File: src/rtl/arb_pkg.sv
// Shared types and constants for the four-requester round-robin arbiter.
package arb_pkg;

    localparam int unsigned ARB_N   = 4;
    localparam int unsigned ARB_IDW = 2;

    typedef enum logic [0:0] {
        IDLE,
        GRANT
    } arb_state_t;

endpackage

File: src/rtl/arb_rr4_if.sv
// Request/grant bundle between the masters and the arbiter.
interface arb_rr4_if;
    import arb_pkg::*;

    logic [ARB_N-1:0]   req;
    logic [ARB_N-1:0]   gnt;
    logic [ARB_IDW-1:0] gnt_id;
    logic               gnt_valid;

    // Requester side
    modport master (
        output req,
        input  gnt,
        input  gnt_id,
        input  gnt_valid
    );

    // Arbiter side
    modport slave (
        input  req,
        output gnt,
        output gnt_id,
        output gnt_valid
    );

endinterface

File: src/rtl/arb_rr4_decoder_2to4.sv
// Plain 2-to-4 one-hot decoder; a is the MSB of the index.
module decoder_2to4 (
    input  logic a,
    input  logic b,
    output logic y0,
    output logic y1,
    output logic y2,
    output logic y3
);

    // One-hot decode of {a, b}
    always_comb begin
        y0 = ~a & ~b;
        y1 = ~a &  b;
        y2 =  a & ~b;
        y3 =  a &  b;
    end

endmodule

File: src/rtl/arb_rr4.sv
// Round-robin arbiter for four masters with a bounded hold time per owner.
module arb_rr4
    import arb_pkg::*;
#(
    parameter int unsigned MAX_HOLD = 8
) (
    input logic       clk,
    input logic       rst_n,
    arb_rr4_if.slave  bus
);

    localparam int unsigned          CntW     = $clog2(MAX_HOLD + 1);
    localparam logic [CntW-1:0]      HoldLast = CntW'(MAX_HOLD - 1);

    arb_state_t         state_q, state_d;
    logic [ARB_IDW-1:0] gnt_id_q, gnt_id_d;
    logic               gnt_valid_q, gnt_valid_d;
    logic [ARB_IDW-1:0] ptr_q, ptr_d;
    logic [CntW-1:0]    hold_cnt_q, hold_cnt_d;

    logic [ARB_IDW:0]   win;      // {found, index}
    logic [ARB_IDW:0]   exc_win;  // same search with the owner masked off
    logic [ARB_N-1:0]   others;
    logic               y0, y1, y2, y3;

    // First set bit scanning p, p+1, p+2, p+3 (mod 4); MSB flags a hit.
    function automatic logic [ARB_IDW:0] rr_search(input logic [ARB_N-1:0]   r,
                                                   input logic [ARB_IDW-1:0] p);
        logic [ARB_IDW:0]   res;
        logic [ARB_IDW-1:0] idx;
        res = '0;
        // Descending so the closest offset to p is written last and wins.
        for (int k = ARB_N - 1; k >= 0; k--) begin
            idx = p + ARB_IDW'(k);
            if (r[idx]) res = {1'b1, idx};
        end
        return res;
    endfunction

    // Winner searches and next-state decision
    always_comb begin
        state_d     = state_q;
        gnt_id_d    = gnt_id_q;
        gnt_valid_d = gnt_valid_q;
        ptr_d       = ptr_q;
        hold_cnt_d  = hold_cnt_q;

        others  = bus.req & ~(ARB_N'(1) << gnt_id_q);
        win     = rr_search(bus.req, ptr_q);
        exc_win = rr_search(others, ptr_q);

        unique case (state_q)
            IDLE: begin
                if (win[ARB_IDW]) begin
                    state_d     = GRANT;
                    gnt_id_d    = win[ARB_IDW-1:0];
                    gnt_valid_d = 1'b1;
                    hold_cnt_d  = '0;
                    ptr_d       = win[ARB_IDW-1:0] + ARB_IDW'(1);
                end
            end
            GRANT: begin
                if (!bus.req[gnt_id_q] || (hold_cnt_q == HoldLast && exc_win[ARB_IDW])) begin
                    // Release or forced rotation: hand over with no idle bubble if possible.
                    if (exc_win[ARB_IDW]) begin
                        gnt_id_d   = exc_win[ARB_IDW-1:0];
                        ptr_d      = exc_win[ARB_IDW-1:0] + ARB_IDW'(1);
                        hold_cnt_d = '0;
                    end else begin
                        state_d     = IDLE;
                        gnt_id_d    = '0;
                        gnt_valid_d = 1'b0;
                        hold_cnt_d  = '0;
                    end
                end else if (hold_cnt_q == HoldLast) begin
                    // Alone at the limit: keep the grant, restart the count.
                    hold_cnt_d = '0;
                end else begin
                    hold_cnt_d = hold_cnt_q + CntW'(1);
                end
            end
            default: state_d = IDLE;
        endcase
    end

    // State and output registers
    always_ff @(posedge clk or negedge rst_n) begin
        if (!rst_n) begin
            state_q     <= IDLE;
            gnt_id_q    <= '0;
            gnt_valid_q <= 1'b0;
            ptr_q       <= '0;
            hold_cnt_q  <= '0;
        end else begin
            state_q     <= state_d;
            gnt_id_q    <= gnt_id_d;
            gnt_valid_q <= gnt_valid_d;
            ptr_q       <= ptr_d;
            hold_cnt_q  <= hold_cnt_d;
        end
    end

    decoder_2to4 u_dec (
        .a  (gnt_id_q[1]),
        .b  (gnt_id_q[0]),
        .y0 (y0),
        .y1 (y1),
        .y2 (y2),
        .y3 (y3)
    );

    // Grant outputs are pure functions of registers
    always_comb begin
        bus.gnt       = {y3, y2, y1, y0} & {ARB_N{gnt_valid_q}};
        bus.gnt_id    = gnt_id_q;
        bus.gnt_valid = gnt_valid_q;
    end

endmodule

File: src/flat_wrapper.sv
// flat-port wrapper written by rule: the top's interface ports become plain ports
module arb_rr4_flat import arb_pkg::*;
#(
    parameter int unsigned MAX_HOLD = 8
)
  (clk, rst_n, bus_req, bus_gnt, bus_gnt_id, bus_gnt_valid);
  arb_rr4_if bus_i ();
  input logic clk;
  input logic rst_n;
  input wire logic [$bits(bus_i.req)-1:0] bus_req;
  output wire logic [$bits(bus_i.gnt)-1:0] bus_gnt;
  output wire logic [$bits(bus_i.gnt_id)-1:0] bus_gnt_id;
  output wire logic [$bits(bus_i.gnt_valid)-1:0] bus_gnt_valid;
  assign bus_i.req = bus_req;
  assign bus_gnt = bus_i.gnt;
  assign bus_gnt_id = bus_i.gnt_id;
  assign bus_gnt_valid = bus_i.gnt_valid;
  arb_rr4 #(.MAX_HOLD(MAX_HOLD)) u_core (.clk(clk), .rst_n(rst_n), .bus(bus_i));
endmodule
File: config.mk
export PLATFORM = sky130hd
export DESIGN_NAME = arb_rr4_flat
export DESIGN_NICKNAME = d
export VERILOG_FILES = /design/src/rtl/arb_pkg.sv /design/src/rtl/arb_rr4_if.sv /design/src/rtl/arb_rr4_decoder_2to4.sv /design/src/rtl/arb_rr4.sv /design/src/flat_wrapper.sv
export SDC_FILE = /design/constraint.sdc
export NUM_CORES = 1
export LEC_CHECK = 0
export CAP_MARGIN = 20
export CORE_AREA = 2 2 48 50
export CTS_CLUSTER_SIZE = 14
export DETAILED_ROUTE_END_ITERATION = 6
export DIE_AREA = 0 0 50 52
export GPL_TIMING_DRIVEN = 0
export PLACE_DENSITY = 0.71
export SYNTH_ARGS = -nofsm -noshare
export SYNTH_HDL_FRONTEND = slang
export SYNTH_SLANG_ARGS = --single-unit
File: constraint.sdc
create_clock -name clk -period 2.2 [get_ports clk]
set_input_delay 0.66 -clock clk [delete_from_list [all_inputs] [get_ports clk]]
set_output_delay 0.66 -clock clk [all_outputs]
set_load 0.01 [all_outputs]
==> metrics.md, run 1 <==
| Metric | Value |
|---|---|
| Crit path max fanout | 7 |
| Max cap viols | 0 |
| FFs w/ async S/R, synth | 100% |
| DP HPWL | about 1800 um |
| Port Buffer Count | 10 |
| Die Span Y | approximately 52 um |
| # DRC | 0 |
| Met3 Track Usage GR | 6.32% |
| Hold WC Path Type | register to register |
| Most common cell in the netlist | dfrtp_1 |
| I/O pin total | 13 |
| Mapped Area | slightly below 0.001 mm^2 |
| Row cnt | 17 |
| Max-slew headroom | approximately 63% |
| VDD IR max | between 0.6 and 0.7 mV |
| Synth cell count leaders | 10 x dfrtp_1, 9 x nand2_1, 9 x nor2_1 |
| Post-synth EDFFs | 0 |
| Crit path time final | roughly 2.2 ns |
| Final Cell Area | about 0.0013 mm^2 |
| Area share of the largest cell type after synthesis | between 20% and 30% |
| Crit-path cells | dlygate4sd2_1 > buf_6 > nor2b_2 > o21ai_0 > a32oi_2 > a311oi_2 > buf_4 > nand2b_4 > a221o_1 |
| GP Congestion | 0.887 |
| Max Clock Freq | ~0.46 GHz |
| Seq/Total Area, Yosys | 25.8% |
| Met2 usage | about two fifths |
| Die Footprint | around 0.0026 mm^2 |
| GR Util met1 | a little over a quarter |
| Flop and latch count out of synthesis | 10 |
| Sink Count | 10 |
| Outcome | complete, no violations |
| Final Max Slew Viols | 0 |
| Initial Utilization | 46.1% |
| Final hold vios | 0 |
| Reg2Reg Depth | 8 |
| CORE AREA | 0.00211 mm^2 |
| Via count | 1046 |
| Routed vias/inst | 6.19 |
| Crit path required time | approximately 2.3 ns |
| Area of the multi-input gates | approximately 690 um^2 |
| Antenna cells | 0 |
| Fill count | about 180 |
| Post-route clock skew | slightly above 0.0002 ns |
| Post-Route WL | 2700 um |
| Share of cells above drive strength 1 | between 30% and 40% |
| Leading area contributor after synthesis | dfrtp_1 |
| Placed cell count | between 150 and 200 |
| Largest net degree at the start of global routing | 11 |
| CTS Buffer Depth | 2 |
| H-tree Lvls | 1 |
| GRT Overall Usage | a little under a quarter |
| Clk slew on worst S/H paths | around 0.06 ns |
| CTS tree | yes |
| Mean Syn Cell Area | a little over 8 um^2 |
| Fin nets | 150 |
| Final setup violation count | 0 |
| RSZ-0062 raised after global routing | yes |
| Top cells by area, synth | dfrtp_1 26%, nand2b_1 3.9%, nand2_1 3.5% |
| CTS Buf Count | 3 |
| Post-Synthesis Cells | 120 |
| Iteration-0 DRC Markers | 35 |
| Die extent in x | 50 um |
| GR peak layer | met2 |
| Post-Layout Cell Count | approximately 170 |
| First-pass GRT wire length | between 4000 and 5000 um |
| Number of global-route vias before repair | ~1000 |
| Fin crit share | between 90 and 100% |
| Post-placement cell area | between 0.001 and 0.0015 mm^2 |
| P&R area growth vs syn | 30.5% |
| Initial antenna violation count | 0 |
| Total gr overflow | 0 |
| Net Count, Synth | ~130 |
| Hold path depth | 2 |
| Worst path slowest cell | a311oi_2 |
| Worst setup SP type | primary input |
| Seq. cell area | between 200 and 300 um^2 |
| Clk_lat worst skew | 0.26 ns |
| Routed Antenna Nets | 0 |
| Worst slew pin tran | 0.547 ns |
| Length of the first detailed-routing pass in iterations | 4 |
| Prevailing post-synth register cell | dfrtp_1 |
| Root Buffer | clkbuf_4 |
| Leakage Power | around 0.57 nW |
| Setup CP Type | primary input to register |
| Arrival @ worst endpoint | 2.32 ns |
| Unique cell type count in the Yosys netlist | roughly 50 |
| CP max stage delay | 0.32 ns |
| CP endpoint kind | register |
| Drt wl/cell | around 16 um |
| Pwr Density | approximately 1200 mW/mm^2 |
| Synth warn | 0 |
## logic make-up (layout without fill, tap and decap cells)
logic type	Yosys count	after routing	share of synthesized area, %
compound gates	36	36	28.0
buf+inv	18	39	10.1
mux	3	3	4.51
fa+ha+maj	2	2	2.32
flops	10	10	25.8
xor+xnor	2	2	1.80
simple gates	49	49	27.6
## layer usage
layer  share of wire (%)  wire length [um]
met5                   0                 0
met2                  49              1320
met4                 1.9                52
met1                  43              1160
met3                 6.3               170
## final cells by class
cell class | count | area share (%)
repair buffers | 18 | 12.0
inverters | 7 | 2.07
plain buffers | 11 | 7.21
multi-input cells | 92 | 54.2
clock buffers | 3 | 1.78
flip-flops and latches | 10 | 19.9
well taps | 28 | 2.76
## cell usage in the layout, fill, tap and decap left out, types with 5 or more instances in the layout
master	n
o21ai_0	6
a21oi_1	6
nand3_1	6
nand2_1	9
dfrtp_1	8
nor2_1	8
buf_4	10
nand2b_1	5
buf_6	5
inv_1	5
## critical path: cells and delay by family
kind                   cells  cell delay, ns
AO/OA/AOI/OAI              4            0.88
AND/OR/NAND/NOR            2            0.21
buffers and inverters      3            0.56
## worst paths after layout
path	startpoint	endpoint	slack (ns)
setup / recovery	bus_req[0]	u_core.ptr_q[1]$_DFFE_PN0P_	0.02
hold reg to reg	u_core.hold_cnt_q[3]$_DFFE_PN0P_	u_core.hold_cnt_q[3]$_DFFE_PN0P_	0.53
min in group asynchronous	rst_n	u_core.bus.gnt_valid$_DFFE_PN0P_	0.72
setup reg to reg	u_core.ptr_q[1]$_DFFE_PN0P_	u_core.ptr_q[1]$_DFFE_PN0P_	0.12
max in group asynchronous	rst_n	u_core.bus.gnt_id[0]$_DFFE_PN0P_	1.14
hold / removal	u_core.hold_cnt_q[3]$_DFFE_PN0P_	u_core.hold_cnt_q[3]$_DFFE_PN0P_	0.53
## stage by stage
step | hold WS [ns] | power, W | setup TNS, ns | util [%] | setup WS, ns
floorplan | 0.364 | 0.000955 | 0 | - | 0.179
global placement | 0.508 | 0.00117 | -1.89 | 52.5 | -0.436
detailed placement | 0.527 | 0.00118 | -2.41 | 52.5 | -0.500
CTS | 0.539 | 0.00146 | 0 | 59.8 | 0.0295
global route | 0.567 | 0.00161 | -0.0198 | 60.2 | -0.0198
finish | 0.534 | 0.00151 | 0 | 60.2 | 0.0195
## registers in the layout, indices dropped and copies added, names as in the netlist
name                  cells
u_core.bus.gnt_id         2
u_core.bus.gnt_valid      1
u_core.hold_cnt_q         4
u_core.ptr_q              2
u_core.state_q            1
## power by group
group | switching (W) | total [W] | internal [W]
registers | 0.0000787 | 0.000329 | 0.000250
clock network | 0.0000568 | 0.000120 | 0.0000629
logic | 0.000527 | 0.00106 | 0.000532
total | 0.000663 | 0.00151 | 0.000845
## timing repair
action | 4_1_cts | 5_1_grt
setup buffers | 8 | 0
pin swaps | 3 | 0
gates resized for setup | 24 | 7
hold buffers | 0 | 0
endpoints found under the setup margin | 7 | 3
(Power assumes the default switching activity.)
==> inputs of run 2 (changes only) <==
--- a/config.mk
+++ b/config.mk
@@ -11,6 +11,7 @@
 export DETAILED_ROUTE_END_ITERATION = 6
 export DIE_AREA = 0 0 50 52
 export GPL_TIMING_DRIVEN = 0
+export MAX_ROUTING_LAYER = met4
 export PLACE_DENSITY = 0.71
 export SYNTH_ARGS = -nofsm -noshare
 export SYNTH_HDL_FRONTEND = slang
==> run 2 against run 1 <==
  * Global-route usage is 0.60 points higher
  * Critical path depth unchanged
  * Critical path type unchanged
  * Largest power group unchanged
  * Highest routed layer unchanged
  * Worst setup slack improved by 0.038 ns
  * Via count about the same
  * Cell count shrank 0.59%
  * Sequential cell count is the same
  * Final area grew 0.49%
  * Register-to-register slack hardly changed
==> metrics.md, run 2 (synthesized netlist as in run 1, its figures left out) <==
| Metric | Value |
|---|---|
| Worst path slowest cell | a311oi_2 (unchanged) |
| Sink Count | 10 (unchanged) |
| Initial Utilization | 46.1% (unchanged) |
| Final setup violation count | 0 (unchanged) |
| Worst setup SP type | primary input (unchanged) |
| Worst slew pin tran | 0.544 ns (was 0.547 ns) |
| Crit path max fanout | 7 (unchanged) |
| Die Footprint | 0.00260 mm^2 (unchanged) |
| Via count | 1047 (was 1046) |
| GRT Overall Usage | 23.1% (was 22.5%) |
| Iteration-0 DRC Markers | 53 (was 35) |
| Post-route clock skew | 0.00469 ns (was 0.000202 ns) |
| Setup_tns | 0 ns (unchanged) |
| Crit-path cells | dlygate4sd2_1 > buf_6 > nor2b_2 > o21ai_0 > a32oi_2 > a311oi_2 > buf_4 > nand2b_4 > a221o_1 (unchanged) |
| Crit path max-delay family | compound AO/OA/AOI/OAI gates (unchanged) |
| Crit path required time | 2.35 ns (was 2.34 ns) |
| Commonest cells after routing, fill and taps aside | 10 x buf_4, 9 x nand2_1, 8 x nor2_1, 8 x dfrtp_1 (unchanged) |
| Critical R2R Launch | u_core.ptr_q[1]$_DFFE_PN0P_ (unchanged) |
| Max-slew headroom | 62.8% (was 62.6%) |
| DP HPWL | 1830 um (was 1770 um) |
| Max reg flops | 4 (unchanged) |
| Clk_lat worst skew | 0.26 ns (about the same) |
| I/O pin total | 13 (unchanged) |
| Post-Route WL | 2790 um (was 2700 um) |
| Routed vias/inst | 6.23 (was 6.19) |
| CTS Buffer Depth | 2 (unchanged) |
| Routed Antenna Nets | 0 (unchanged) |
| Reg2Reg Depth | 8 (unchanged) |
| Antenna cells | 0 (unchanged) |
| Worst setup path start | bus_req[0] (unchanged) |
| Leakage Power | 0.586 nW (was 0.572 nW) |
| Max Clock Freq | 0.467 GHz (was 0.459 GHz) |
| Largest net degree at the start of global routing | 11 (unchanged) |
| Biggest register | u_core.hold_cnt_q (unchanged) |
| Initial antenna violation count | 0 (unchanged) |
| Fin nets | 149 (was 150) |
| CORE AREA | 0.00211 mm^2 (unchanged) |
| Drt wl/cell | 16.6 um (was 16.0 um) |
| Final Max Slew Viols | 0 (unchanged) |
| Total gr overflow | 0 (unchanged) |
| Setup CP Type | primary input to register (unchanged) |
| VDD IR max | 0.627 mV (was 0.685 mV) |
| Setup crit end | u_core.ptr_q[1]$_DFFE_PN0P_ (unchanged) |
| Die Span Y | 52 um (unchanged) |
| Capture point of the worst reg-to-reg path | u_core.ptr_q[1]$_DFFE_PN0P_ (unchanged) |
| # DRC | 0 (unchanged) |
| CTS Buf Count | 3 (unchanged) |
| Max cap viols | 0 (unchanged) |
| Root Buffer | clkbuf_4 (unchanged) |
| Number of global-route vias before repair | 974 (was 985) |
| Share of cells above drive strength 1 | 29.3% (was 30.5%) |
| P&R area growth vs syn | 31.2% (was 30.5%) |
| H-tree Lvls | 1 (unchanged) |
| CP max stage delay | 0.34 ns (was 0.32 ns) |
| Worst Path Buf+Inv | 3 (unchanged) |
| Port Buffer Count | 10 (unchanged) |
| Arrival @ worst endpoint | 2.29 ns (was 2.32 ns) |
| Length of the first detailed-routing pass in iterations | 5 (was 4) |
| Final hold vios | 0 (unchanged) |
| CP endpoint kind | register (unchanged) |
| CTS tree | yes (unchanged) |
| Worst R2R Setup Slack | 0.11 ns (was 0.12 ns) |
| Cell count along the critical path | 9 (unchanged) |
| Final core utilization | 60.5% (was 60.2%) |
| Clk slew on worst S/H paths | 0.06 ns (about the same) |
| Crit path time final | 2.14 ns (was 2.18 ns) |
| Final worst slack | 0.0579 ns (was 0.0195 ns) |
| Hold-fix buffers, CTS | 0 (unchanged) |
| Fin crit share | 97.4% (was 99.1%) |
| Setup WS pre-CTS | -0.484 ns (was -0.500 ns) |
| GP Congestion | 0.908 (was 0.887) |
| Die extent in x | 50 um (unchanged) |
| Outcome | complete, no violations (unchanged) |
| First-pass GRT wire length | 4380 um (was 4490 um) |
| Pwr Density | 1200 mW/mm^2 (was 1190 mW/mm^2) |
| Hold WC Path Type | register to register (unchanged) |
| Row cnt | 17 (unchanged) |
| Most common cell after layout, fill and taps aside | buf_4 (unchanged) |
run 2: cell count changes in the layout (fill, tap and decap cells not counted):
| cell | previous run | this run |
|---|---|---|
| nor2_2 | 1 | 0 |
| dlymetal6s2s_1 | 1 | 3 |
| clkbuf_2 | 2 | 1 |
| buf_6 | 5 | 4 |
| dlygate4sd2_1 | 4 | 2 |
| nor2_4 | 0 | 1 |
| clkdlybuf4s15_1 | 0 | 1 |
run 2: what timing repair did:
item / 4_1_cts / 5_1_grt
gates resized for setup: 22 / 8
endpoints found under the setup margin: 7 / 4
gates cloned: 0 / 0
buffers inserted: 5 / 2
pin swaps: 2 / 1
run 2: how the worst min path moves through the flow:
stage | startpoint | to | slack (ns) | cells after the start
3_5_place_dp | u_core.hold_cnt_q[0]$_DFFE_PN0P_ | u_core.hold_cnt_q[0]$_DFFE_PN0P_ | 0.52 | 1
6_report | u_core.hold_cnt_q[0]$_DFFE_PN0P_ | u_core.hold_cnt_q[0]$_DFFE_PN0P_ | 0.53 | 1
2_1_floorplan | rst_n | u_core.bus.gnt_id[0]$_DFFE_PN0P_ | 0.36 | 0
4_1_cts | u_core.hold_cnt_q[0]$_DFFE_PN0P_ | u_core.hold_cnt_q[0]$_DFFE_PN0P_ | 0.54 | 1
3_3_place_gp | u_core.hold_cnt_q[0]$_DFFE_PN0P_ | u_core.hold_cnt_q[0]$_DFFE_PN0P_ | 0.51 | 1
5_1_grt | u_core.hold_cnt_q[0]$_DFFE_PN0P_ | u_core.hold_cnt_q[0]$_DFFE_PN0P_ | 0.57 | 1
run 2: final cells by class:
class / instances / area, um^2
Multi-Input combinational cell: 92 / 692
Sequential cell: 10 / 253
Inverter: 7 / 26.3
Tap cell: 28 / 35.0
Fill cell: 188 / 832
Timing Repair Buffer: 17 / 158
Buffer: 11 / 87.6
Clock buffer: 3 / 22.5
run 2: routing by layer:
| layer | vias to the layer above | track usage (%) | wire, um |
|---|---|---|---|
| li1 | 478 | - | - |
| met1 | 499 | 27.0 | 1150 |
| met2 | 63 | 35.3 | 1390 |
| met3 | 7 | 6.61 | 202 |
| met4 | 0 | 13.9 | 55 |
| met5 | - | - | 0 |
run 2: worst register-to-register path: cells and delay by family, from the launching register on:
kind / cells / cell delay (ns)
AO/OA/AOI/OAI: 4 / 0.98
flip-flops: 1 / 0.39
buffers and inverters: 2 / 0.38
AND/OR/NAND/NOR: 2 / 0.24
run 2: power by group:
| group | internal [W] | switching [W] | total (W) |
|---|---|---|---|
| registers | 0.000250 | 0.0000825 | 0.000332 |
| logic | 0.000537 | 0.000534 | 0.00107 |
| clock network | 0.0000631 | 0.0000590 | 0.000122 |
run 2: per-stage QoR:
step	power [W]	hold slack, ns	area (um^2)	instances
floorplan	0.000955	0.364	971	120
global placement	0.00117	0.511	1110	158
detailed placement	0.00119	0.524	1110	158
CTS	0.00145	0.535	1240	166
global route	0.00164	0.568	1270	168
finish	0.00153	0.531	1270	168
